==> config.mk <==
export PLATFORM = sky130hd
export DESIGN_NAME = fetch_resp
export DESIGN_NICKNAME = d
export VERILOG_FILES = /design/src/rtl/fetch_resp.sv
export SDC_FILE = /design/constraint.sdc
export NUM_CORES = 1
export LEC_CHECK = 0
export BUFFER_PORTS_ARGS = -buffer_cell sky130_fd_sc_hd__buf_2
export CAP_MARGIN = 30
export CORE_MARGIN = 3
export CORE_UTILIZATION = 45
export DETAILED_ROUTE_END_ITERATION = 6
export GPL_TIMING_DRIVEN = 0
export PLACE_DENSITY = 0.63
export SETUP_SLACK_MARGIN = 0.5
export SLEW_MARGIN = 25
export SYNTH_ARGS = -nofsm -noshare
export SYNTH_HDL_FRONTEND = slang
export SYNTH_SLANG_ARGS = --single-unit
==> constraint.sdc <==
create_clock -name clk -period 7.7 [get_ports clk]
set_clock_uncertainty 0.2 [all_clocks]
set_input_delay 0 -clock clk [delete_from_list [all_inputs] [get_ports clk]]
set_output_delay 0 -clock clk [all_outputs]
set_load 0.1 [all_outputs]
==> src/rtl/fetch_resp.sv <==
// Fetch responder: issues fetch PCs to instruction memory and returns in-order instruction/PC pairs to decode.
// Define FETCH_RESP_MISALIGN_CHK_EN to add the inst_misalign output and bypass memory for misaligned PCs.
module fetch_resp #(
    parameter int ADDR     = 32,
    parameter int INST     = 32,
    parameter int OUTSTAND = 2
) (
    input  logic            clk,
    input  logic            reset,
    input  logic            fetch_req_,
    input  logic [ADDR-1:0] fetch_pc,
    output logic            fetch_busy,
    output logic            inst_e_,
    output logic [INST-1:0] inst,
    output logic [ADDR-1:0] inst_pc,
`ifdef FETCH_RESP_MISALIGN_CHK_EN
    output logic            inst_misalign,
`endif
    input  logic            dec_stall,
    input  logic            wb_flush_,
    output logic            mem_req_,
    output logic [ADDR-1:0] mem_addr,
    input  logic            mem_gnt,
    input  logic            mem_rvalid,
    input  logic [INST-1:0] mem_rdata
);

    localparam int PW = $clog2(OUTSTAND);
    localparam int CW = PW + 1;

    logic            slot_valid;
    logic [ADDR-1:0] slot_pc;
    logic [CW-1:0]   inflight, kill, rsp_count, occ, inflight_nxt;
    logic [PW-1:0]   pc_wr, pc_rd, rsp_wr, rsp_rd;
    logic [ADDR-1:0] pc_mem [OUTSTAND];
    logic [INST-1:0] rsp_inst_mem [OUTSTAND];
    logic [ADDR-1:0] rsp_pc_mem [OUTSTAND];
    logic [INST-1:0] hold_inst, rsp_inst_w;
    logic [ADDR-1:0] hold_pc, rsp_pc_w;
    logic            flush, accept, mem_accept, grant, resp_ok, resp_live, resp_killed;
    logic            rsp_push, rsp_pop, rsp_empty;
    logic            mis_accept, mis_valid, mis_push;

    assign flush       = ~wb_flush_;
    assign accept      = ~fetch_req_ & ~fetch_busy;
    assign mem_accept  = accept & ~mis_accept;
    assign grant       = slot_valid & mem_gnt;
    assign resp_ok     = mem_rvalid & (inflight != '0);
    assign resp_killed = resp_ok & (kill != '0);
    assign resp_live   = resp_ok & (kill == '0) & ~flush;
    assign rsp_empty   = (rsp_count == '0);
    assign rsp_pop     = ~rsp_empty & ~dec_stall;
    assign rsp_push    = resp_live | mis_push;

    // Killed requests stay in inflight until they return, so they keep holding a credit.
    assign occ          = CW'(slot_valid) + CW'(mis_valid) + inflight + rsp_count;
    assign inflight_nxt = inflight + CW'(grant) - CW'(resp_ok);

    assign fetch_busy = (occ == CW'(OUTSTAND)) | slot_valid | mis_valid | flush;
    assign mem_req_   = ~slot_valid;
    assign mem_addr   = slot_pc;
    assign inst_e_    = rsp_empty;
    assign inst       = rsp_empty ? hold_inst : rsp_inst_mem[rsp_rd];
    assign inst_pc    = rsp_empty ? hold_pc : rsp_pc_mem[rsp_rd];

`ifdef FETCH_RESP_MISALIGN_CHK_EN
    logic [ADDR-1:0] mis_pc;
    logic            rsp_mis_mem [OUTSTAND];
    logic            hold_mis;

    assign mis_accept = accept & (fetch_pc[1:0] != 2'b00);
    // Waiting for an empty memory path keeps the bypassed entry in program order.
    assign mis_push   = mis_valid & (inflight == '0) & ~slot_valid & ~flush;
    assign rsp_inst_w = mis_push ? '0 : mem_rdata;
    assign rsp_pc_w   = mis_push ? mis_pc : pc_mem[pc_rd];
    assign inst_misalign = rsp_empty ? hold_mis : rsp_mis_mem[rsp_rd];

    always_ff @(posedge clk) begin
        if (reset) begin
            mis_valid <= 1'b0;
            mis_pc    <= '0;
            hold_mis  <= 1'b0;
        end else begin
            hold_mis <= inst_misalign;
            if (flush || mis_push) begin
                mis_valid <= 1'b0;
            end else if (mis_accept) begin
                mis_valid <= 1'b1;
                mis_pc    <= fetch_pc;
            end
        end
    end

    always_ff @(posedge clk) begin
        if (rsp_push) rsp_mis_mem[rsp_wr] <= mis_push;
    end
`else
    assign mis_accept = 1'b0;
    assign mis_valid  = 1'b0;
    assign mis_push   = 1'b0;
    assign rsp_inst_w = mem_rdata;
    assign rsp_pc_w   = pc_mem[pc_rd];
`endif

    always_ff @(posedge clk) begin
        if (reset) begin
            slot_valid <= 1'b0;
            slot_pc    <= '0;
            inflight   <= '0;
            kill       <= '0;
            pc_wr      <= '0;
            pc_rd      <= '0;
            rsp_wr     <= '0;
            rsp_rd     <= '0;
            rsp_count  <= '0;
            hold_inst  <= '0;
            hold_pc    <= '0;
        end else begin
            hold_inst <= inst;
            hold_pc   <= inst_pc;
            inflight  <= inflight_nxt;
            kill      <= flush ? inflight_nxt : kill - CW'(resp_killed);
            if (mem_accept) begin
                slot_valid <= 1'b1;
                slot_pc    <= fetch_pc;
            end else if (grant || flush) begin
                slot_valid <= 1'b0;
            end
            if (flush) begin
                pc_wr     <= '0;
                pc_rd     <= '0;
                rsp_wr    <= '0;
                rsp_rd    <= '0;
                rsp_count <= '0;
            end else begin
                if (grant)     pc_wr  <= pc_wr + PW'(1);
                if (resp_live) pc_rd  <= pc_rd + PW'(1);
                if (rsp_push)  rsp_wr <= rsp_wr + PW'(1);
                if (rsp_pop)   rsp_rd <= rsp_rd + PW'(1);
                rsp_count <= rsp_count + CW'(rsp_push) - CW'(rsp_pop);
            end
        end
    end

    always_ff @(posedge clk) begin
        if (grant && !flush) pc_mem[pc_wr] <= slot_pc;
        if (rsp_push) begin
            rsp_inst_mem[rsp_wr] <= rsp_inst_w;
            rsp_pc_mem[rsp_wr]   <= rsp_pc_w;
        end
    end

    // A response with nothing outstanding means the memory side broke the protocol.
    rvalid_needs_inflight: assert property (@(posedge clk) disable iff (reset)
        mem_rvalid |-> (inflight != '0));

endmodule

* Word level (Yosys, flattened, before mapping)
Memory sizes are Yosys's and may differ from the RTL's. A register that Yosys moved wholly into a read port is not among the register bits. Cells that the tools add are included.
Storage, ports and cells: memories 3, input port bits 71, bits in writable memories 192, register bits after elaboration 107, word-level logic and storage cells 64
Operators by class: add/sub/neg operators 11, bitwise logic cells 15, reduce and logical (&&, ||, !) cells 8, mux-type cells 15, equality and inequality tests 1
Memories:
- pc_mem | words 2, bits a word 32, read ports 1, clocked after memory_dff 1, wr ports 1, RTL line 35 | logic [ADDR-1:0] pc_mem [OUTSTAND];
- rsp_inst_mem | words 2, bits a word 32, read ports 1, clocked after memory_dff 1, wr ports 1, RTL line 36 | logic [INST-1:0] rsp_inst_mem [OUTSTAND];
- rsp_pc_mem | words 2, bits a word 32, read ports 1, clocked after memory_dff 1, wr ports 1, RTL line 37 | logic [ADDR-1:0] rsp_pc_mem [OUTSTAND];
Operators by type and width (count):
- 2-to-1 mux 32 bit | 2
- 2-to-1 mux 1 bit | 12
- AND 1 bit | 7
- inverter 1 bit | 6
- nonzero test 2 bit | 3
- subtractor 2 x 1 -> 2 bit | 3
- adder 1 bit, second input constant | 4
- adder 2 x 1 -> 2 bit | 2
- zero test 2 bit | 2
- adder 1 x 2 -> 2 bit | 1
- adder 2 bit | 1
- equality test 2 bit, second input constant | 1
- 2-to-1 mux 2 bit | 1
- OR 1 bit | 2
- OR reduction 2 bit | 1
- logical AND 1 bit | 1
- logical OR 1 bit | 1

* Longest topological paths before layout
Gate-level depths: netlist of run 1.
depth in word-level cells 8, mapped depth 10

* Worst setup path after synthesis of run 1
Ideal clock, no wire load.
path type register -> register, from reg inflight[0], to mem rsp_inst_mem[1][0], enable pin, buffers on the path 0, data arrival time 3.418 ns, data required time 7.014 ns, slack 3.596 ns, cell stages (with the launch flop) 5, cells stage by stage dfxtp_1 -> o21ai_0 -> inv_1 -> nand3_1 -> nor2_1
Between the ends: longest elaborated chain between the ends 6
Ends and longest elaborated chain:
- start: declaration | RTL line 33 | logic [CW-1:0] inflight, kill, rsp_count, occ, inflight_nxt;
- start signal: assignment | RTL line 121 | inflight <= inflight_nxt;
- nonzero test 2 bit | RTL line 48 | assign resp_ok = mem_rvalid & (inflight != '0);
- AND 1 bit | RTL line 48
- AND 1 bit (2 in a row) | RTL line 50 | assign resp_live = resp_ok & (kill == '0) & ~flush;
- 2-to-1 mux 1 bit | RTL line 147 | if (rsp_push) begin
- 2-to-1 mux 1 bit (implied by the code) | RTL line 148 | rsp_inst_mem[rsp_wr] <= rsp_inst_w;
- end: declaration | RTL line 36
Every way passes these cells.

* Final worst setup path of run 1
from reg rsp_count[1], to out inst_pc[18]
Between the ends: longest elaborated chain between the ends 2
Ends and longest elaborated chain:
- start: declaration | RTL line 33
- start signal: assignment | RTL line 140 | rsp_count <= rsp_count + CW'(rsp_push) - CW'(rsp_pop);
- zero test 2 bit | RTL line 51 | assign rsp_empty = (rsp_count == '0);
- 2-to-1 mux 32 bit | RTL line 64 | assign inst_pc = rsp_empty ? hold_pc : rsp_pc_mem[rsp_rd];
- end: declaration | RTL line 15 | output logic [ADDR-1:0] inst_pc,
Every way passes these cells.

==> results of run 1 <==
-- through the flow --
step	total power [uW]	util, %	setup slack, ns	instance area, sq um	instances
finish	4310	62.2	4.67	15300	1504
global route	4470	62.2	4.55	15300	1504
CTS	4340	62.2	4.68	15300	1503
detailed placement	2840	52.1	5.27	12800	1300
global placement	2830	51.4	1.52	12600	1290
floorplan	2660	-	3.60	11400	797
-- cell usage after synthesis, types with 2 or more instances --
cell type,instances
mux2_2,32
clkbuf_1,25
buf_6,2
inv_1,9
or3_1,3
xnor3_1,2
nand2b_1,64
a21oi_1,70
dfxtp_1,109
mux2i_1,96
ha_1,5
nor3b_1,2
buf_2,18
nor2_1,72
edfxtp_1,192
buf_1,4
buf_8,3
a211oi_1,65
o21ai_0,5
xor2_1,2
-- power groups by stage --
stage,logic [uW],registers [uW],clock network (uW)
3_3_place_gp,946,1890,0
5_1_grt,1080,1860,1530
2_1_floorplan,667,1990,0
6_report,1030,1850,1430
4_1_cts,1030,1850,1460
3_5_place_dp,957,1890,0
-- layout make-up --
class	instances	area share (%)
diodes	1	0.0164
plain buffers	53	1.79
clock buffers	47	6.05
clock inverters	9	0.442
inverters	9	0.237
multi-input cells	434	20.6
flip-flops and latches	301	52.0
well taps	324	2.65
repair buffers	326	16.2
-- final timing paths --
| kind | depth (start not counted) | endpoint | slack (ns) |
|---|---|---|---|
| worst max register to register | 7 | mem_addr[9]$_SDFFE_PP0P_ | 4.94 |
| worst min-delay path | 2 | rsp_inst_mem[1][31]$_DFFE_PP_ | 0.03 |
| worst min register to register | 0 | pc_mem[1][31]$_DFFE_PP_ | 0.29 |
| worst max-delay path | 6 | inst_pc[18] | 4.67 |
-- layer usage --
layer	routed length, um	track usage, %	up-vias	share of wire [%]
met3	1370	2.94	32	5.4
met4	441	4.73	0	1.7
met2	12500	32.8	174	49
li1	-	-	3672	-
met5	0	0	-	0
met1	11100	24.4	3568	44
-- critical path: cells and delay by family, from the launching register on --
kind / cells / cell delay [ns]
and+or+nand+nor: 1 / 0.31
AOI/OAI and AO/OA: 1 / 0.35
buffers and inverters: 4 / 1.30
DFF: 1 / 0.34
-- sequential cells by signal (all words and copies together), names as in the netlist, named ones only --
| name | count |
|---|---|
| pc_mem | 64 |
| rsp_inst_mem | 64 |
| rsp_pc_mem | 64 |
| hold_inst | 32 |
| hold_pc | 32 |
| mem_addr | 32 |
| inflight | 2 |
| kill | 2 |
| rsp_count | 2 |
| pc_rd | 1 |
| pc_wr | 1 |
| rsp_rd | 1 |
| rsp_wr | 1 |
| slot_valid | 1 |
-- cells by family (layout without fill, tap and decap cells) --
family,count (synthesis),after routing,synth area share (%)
compound gates,143,143,7.79
xor+xnor,5,5,0.626
fa+ha+maj,6,6,0.725
buf+inv,62,444,2.70
flops,301,301,69.7
mux,128,128,11.6
other cells,0,1,0
simple gates,152,152,6.82
==> flow_metrics.py, run 1 <==
metrics = {
    "worst_setup_path": {
        "crit_chain": "or2_2, clkbuf_1, clkbuf_1, clkbuf_1, a21oi_1, buf_2",
        "worst_setup_path_start_kind": "flip-flop",
        "cp.required_ns": 7.50,
        "crit_path_start": "rsp_count[1]$_SDFF_PP0_",
        "critPathKind": "flip-flop to output port",
        "worstPathArrival_ns": 2.83,
        "rr_startpoint": "slot_valid$_SDFFE_PP0P_",
        "cp-end-kind": "output port",
        "path_max_fanout": 10,
        "cpPeakStageDelay_ns": 0.50,
        "crit_slowest_cell": "buf_2",
        "crit_path_frequent_cell": "clkbuf_1",
    },
    "final_layout": {
        "multi_input_area_sq_um": 3150,
        "mostFrequentLayoutCell": "edfxtp_1",
        "drive_gt1_share_pct": 24.5,
        "area_growth_pct": 34.2,
        "seqCellArea_sq_um": 7950,
        "fin_nets": 1232,
        "fill_cells": 1895,
        "mostFrequentLayoutCells": "192 x edfxtp_1, 187 x buf_2, 147 x dlygate4sd3_1, 109 x dfxtp_1, 96 x mux2i_1",
    },
    "synthesis": {
        "ys_types": 37,
        "synth-warning-count": 0,
        "async_reset_ff_share_pct": 0,
        "synth_edf_count": 192,
        "synth_area_sq_um": 11400,
        "synth_top_area_cell": "edfxtp_1",
        "synth_nets": 874,
        "synthFlopType": "edfxtp_1",
        "synthTopCellsByArea": "edfxtp_1 51%, dfxtp_1 19%, mux2i_1 8.4%",
        "syn-instance-count": 797,
        "avgSynthCellArea_sq_um": 14.3,
        "ys_seq_elements": 301,
        "netlist.area_leader.share_pct": 50.6,
        "synth_seq_area_share_pct": 69.7,
    },
    "placed_design": {
        "gp_congestion": 0.789,
        "port-buffer-count": 169,
        "dp_hpwl_mm": 16.1,
    },
    "global_route": {
        "grt_util_all_layers_pct": 18.7,
        "antenna_found_initial": 1,
        "overflow": 0,
        "grt_pass1_wl_mm": 40.1,
        "grt_max_degree": 38,
        "grt_pass1_vias": 7593,
    },
    "routing": {
        "postRouteAntennaNets": 0,
        "wl_mm": 25.5,
        "drt_iter0_drc": 468,
        "drt_first_pass_iters": 5,
        "vias_per_cell": 4.95,
        "drc": 0,
        "routedWlPerCell_um": 16.9,
        "num_vias": 7446,
    },
    "sta": {
        "finalSetupTns_ns": 0,
        "maxSlewHeadroom_pct": 55.0,
        "worst_pin_slew_ns": 0.676,
        "setup_violations": 0,
        "maxSlewViolCount": 0,
        "hold_viol_final": 0,
        "max_freq_mhz": 330,
        "rsz0062_at_grt": "false",
        "min_period_ns": 3.03,
        "holdWs_ns": 0.0283,
        "min_period_over_period_pct": 39.3,
    },
    "floorplanning": {
        "core_sq_um": 24600,
        "row_count": 57,
        "initial_core_util_pct": 46.3,
        "ios": 170,
        "die_h_um": 165,
        "die_area_sq_um": 27300,
        "dieWidth_um": 165,
    },
    "pwr": {
        "p_sw_uw": 1390,
        "seqPwrFrac_pct": 43.0,
        "powerDensity_nw_per_um2": 282,
        "ir_worst_vdd_uv": 178,
        "p_int_uw": 2910,
        "swShare_pct": 32.3,
        "p_leak_uw": 0.00574,
        "power_frac_clock_pct": 33.1,
        "power_frac_comb_pct": 23.9,
    },
    "status": {
        "status": "completed",
    },
    "job": {
        "drv_cap": 0,
    },
    "cts": {
        "cts_tree": "built",
        "numCtsBuffers": 30,
        "cts_buffer_depth": 3,
        "postCtsSetupRepairBufs": 0,
        "cts_max_level": 1,
        "cts.sinks": 301,
        "clk_latency_ns": 0.54,
        "ctsResizeCount": 0,
        "ctsHoldBuffers": 147,
        "root_buffer": "clkbuf_16",
        "path_clk_slew_ns": 0.06,
    },
    "hold_path": {
        "hp-class": "primary input to flip-flop",
        "min_from": "mem_rdata[31]",
    },
}
Note: power is estimated with default switching activity, not from simulation.
==> inputs of run 2 (changes only) <==
==> constraint.sdc (replaced) <==
create_clock -name clk -period 2.9 [get_ports clk]
set_clock_uncertainty 0.2 [all_clocks]
set_input_delay 0 -clock clk [delete_from_list [all_inputs] [get_ports clk]]
set_output_delay 0 -clock clk [all_outputs]
set_load 0.1 [all_outputs]
==> flow_metrics.py, run 2 (same netlist as run 1, synthesis figures left out) <==
metrics = {
    "cts": {
        "clk_latency_ns": 0.54,
        "root_buffer": "clkbuf_16",
        "path_clk_slew_ns": 0.06,
        "cts_max_level": 1,
        "numCtsBuffers": 31,
        "cts_buffer_depth": 3,
        "cts.sinks": 301,
        "cts_tree": "built",
    },
    "job": {
        "drv_cap": 0,
    },
    "routing": {
        "drt_first_pass_iters": 4,
        "drt_iter0_drc": 363,
        "num_vias": 7459,
        "postRouteAntennaNets": 0,
        "vias_per_cell": 5.09,
        "drc": 0,
        "wl_mm": 26.8,
        "routedWlPerCell_um": 18.3,
    },
    "placed_design": {
        "dp_hpwl_mm": 16.3,
        "place_inst": 1299,
        "port-buffer-count": 169,
        "gp_congestion": 0.777,
    },
    "final_layout": {
        "mostFrequentLayoutCells": "192 x edfxtp_1, 108 x buf_2, 107 x dfxtp_1, 106 x dlygate4sd3_1, 93 x mux2i_1",
        "fin_nets": 1195,
        "drive_gt1_share_pct": 35.1,
        "mostFrequentLayoutCell": "edfxtp_1",
        "area_growth_pct": 43.8,
        "fill_cells": 1709,
        "fin_cells": 1466,
        "reg_top3": "pc_mem x64, rsp_inst_mem x64, rsp_pc_mem x64",
        "diodes": 0,
    },
    "worst_setup_path": {
        "critPathKind": "flip-flop to output port",
        "cp_top_family": "buffers and inverters",
        "cp.required_ns": 2.70,
        "cpPeakStageDelay_ns": 0.33,
        "worstPathArrival_ns": 2.17,
        "crit_slowest_cell": "dfxtp_1",
        "cp-end-kind": "output port",
        "path_max_fanout": 10,
        "worst_setup_path_start_kind": "flip-flop",
        "crit_chain": "or2_2, buf_2, buf_8, buf_4, a21oi_2, buf_12",
        "cp_num_buf_inv": 4,
    },
    "pwr": {
        "power_frac_clock_pct": 31.6,
        "p_leak_uw": 0.00574,
        "ir_worst_vdd_uv": 453,
        "power_frac_comb_pct": 27.6,
        "swShare_pct": 32.5,
        "seqPwrFrac_pct": 40.8,
        "p_int_uw": 8150,
        "p_sw_uw": 3930,
        "powerDensity_nw_per_um2": 737,
        "power_uw": 12100,
    },
    "sta": {
        "min_period_ns": 2.37,
        "worst_pin_slew_ns": 0.662,
        "min_period_over_period_pct": 81.7,
        "max_freq_mhz": 422,
        "maxSlewViolCount": 0,
        "hold_viol_final": 0,
        "finalSetupTns_ns": 0,
        "setup_violations": 0,
        "maxSlewHeadroom_pct": 55.8,
        "rsz0062_at_grt": "true",
    },
    "floorplanning": {
        "dieWidth_um": 165,
        "die_area_sq_um": 27300,
        "row_count": 57,
        "core_sq_um": 24600,
        "ios": 170,
        "initial_core_util_pct": 46.3,
        "die_h_um": 165,
    },
    "global_route": {
        "overflow": 0,
        "grt_pass1_vias": 7420,
        "grt_max_degree": 27,
        "antenna_found_initial": 0,
        "grt_util_all_layers_pct": 18.6,
        "grt_pass1_wl_mm": 39.7,
    },
    "status": {
        "status": "completed",
    },
    "hold_path": {
        "hp-class": "primary input to flip-flop",
    },
}
-- run 2: cell types whose count changed in the layout (fill, tap and decap cells not counted), moves of 14 or more --
cell           delta
buf_8            +20
dlygate4sd3_1    -41
nor2_1           -37
buf_4            +14
a21oi_1          -63
nor2_2           +34
a21oi_2          +30
buf_12           +27
a21oi_4          +33
buf_2            -79
buf_6            +22
-- run 2: worst paths after layout --
path	depth (start not counted)	slack [ns]	startpoint	endpoint
hold reg to reg	0	0.27	mem_addr[22]$_SDFFE_PP0P_	pc_mem[0][22]$_DFFE_PP_
setup reg to reg	6	0.56	rsp_count[0]$_SDFF_PP0_	mem_addr[31]$_SDFFE_PP0P_
hold / removal	4	0.004	reset	mem_addr[11]$_SDFFE_PP0P_
setup / recovery	6	0.53	rsp_count[1]$_SDFF_PP0_	inst[21]
-- run 2: timing repair --
item                                    CTS  global route
hold endpoints to repair                129             0
resized for setup                       268           107
buffers inserted                          1             3
hold buffers                            106             0
pin swaps                                 0             2
endpoints found under the setup margin   99            87
-- run 2: area by class of cell --
type / count / area [sq um] / area share [%]
buffer: 53 / 385 / 2.35
clock buffer: 43 / 841 / 5.13
clock inverter: 14 / 144 / 0.878
inverter: 9 / 37.5 / 0.229
multi-input combinational: 434 / 3770 / 23.0
sequential: 301 / 7950 / 48.5
tap: 324 / 405 / 2.47
timing repair buffer: 288 / 2850 / 17.4
-- run 2: per-stage QoR --
stage	area, sq um	worst slack [ns]	hold slack, ns	util, %
2_1_floorplan	11500	0.128	-0.101	-
3_3_place_gp	12700	-0.410	-0.0117	51.7
3_5_place_dp	12900	0.488	-0.00816	52.6
4_1_cts	15900	0.463	0.000815	64.8
5_1_grt	16400	0.446	0.00608	66.6
6_report	16400	0.529	0.00445	66.6
-- run 2: worst reg2reg max path, delay by kind of cell (launching register included) --
kind | cells | cell delay (ns)
buf+inv | 2 | 0.74
fa+ha+maj | 1 | 0.38
flops | 1 | 0.34
xor+xnor | 1 | 0.26
mux | 1 | 0.21
compound gates | 1 | 0.17
-- run 2: metal layers --
layer  up-vias  part of all wire (%)  GRT usage (%)
li1       3579                     -              -
met3        39                   4.9           3.12
met1      3652                    44           24.7
met4         0                   2.3           4.88
met5         -                     0              0
met2       189                    49           31.8
-- run 2: power groups by stage --
stage	combinational, uW	clock, uW	sequential [uW]
finish	3330	3810	4930
CTS	3130	3900	4920
floorplan	1790	0	5290
global placement	2530	0	5010
global route	3460	4090	4950
detailed placement	2590	0	5010
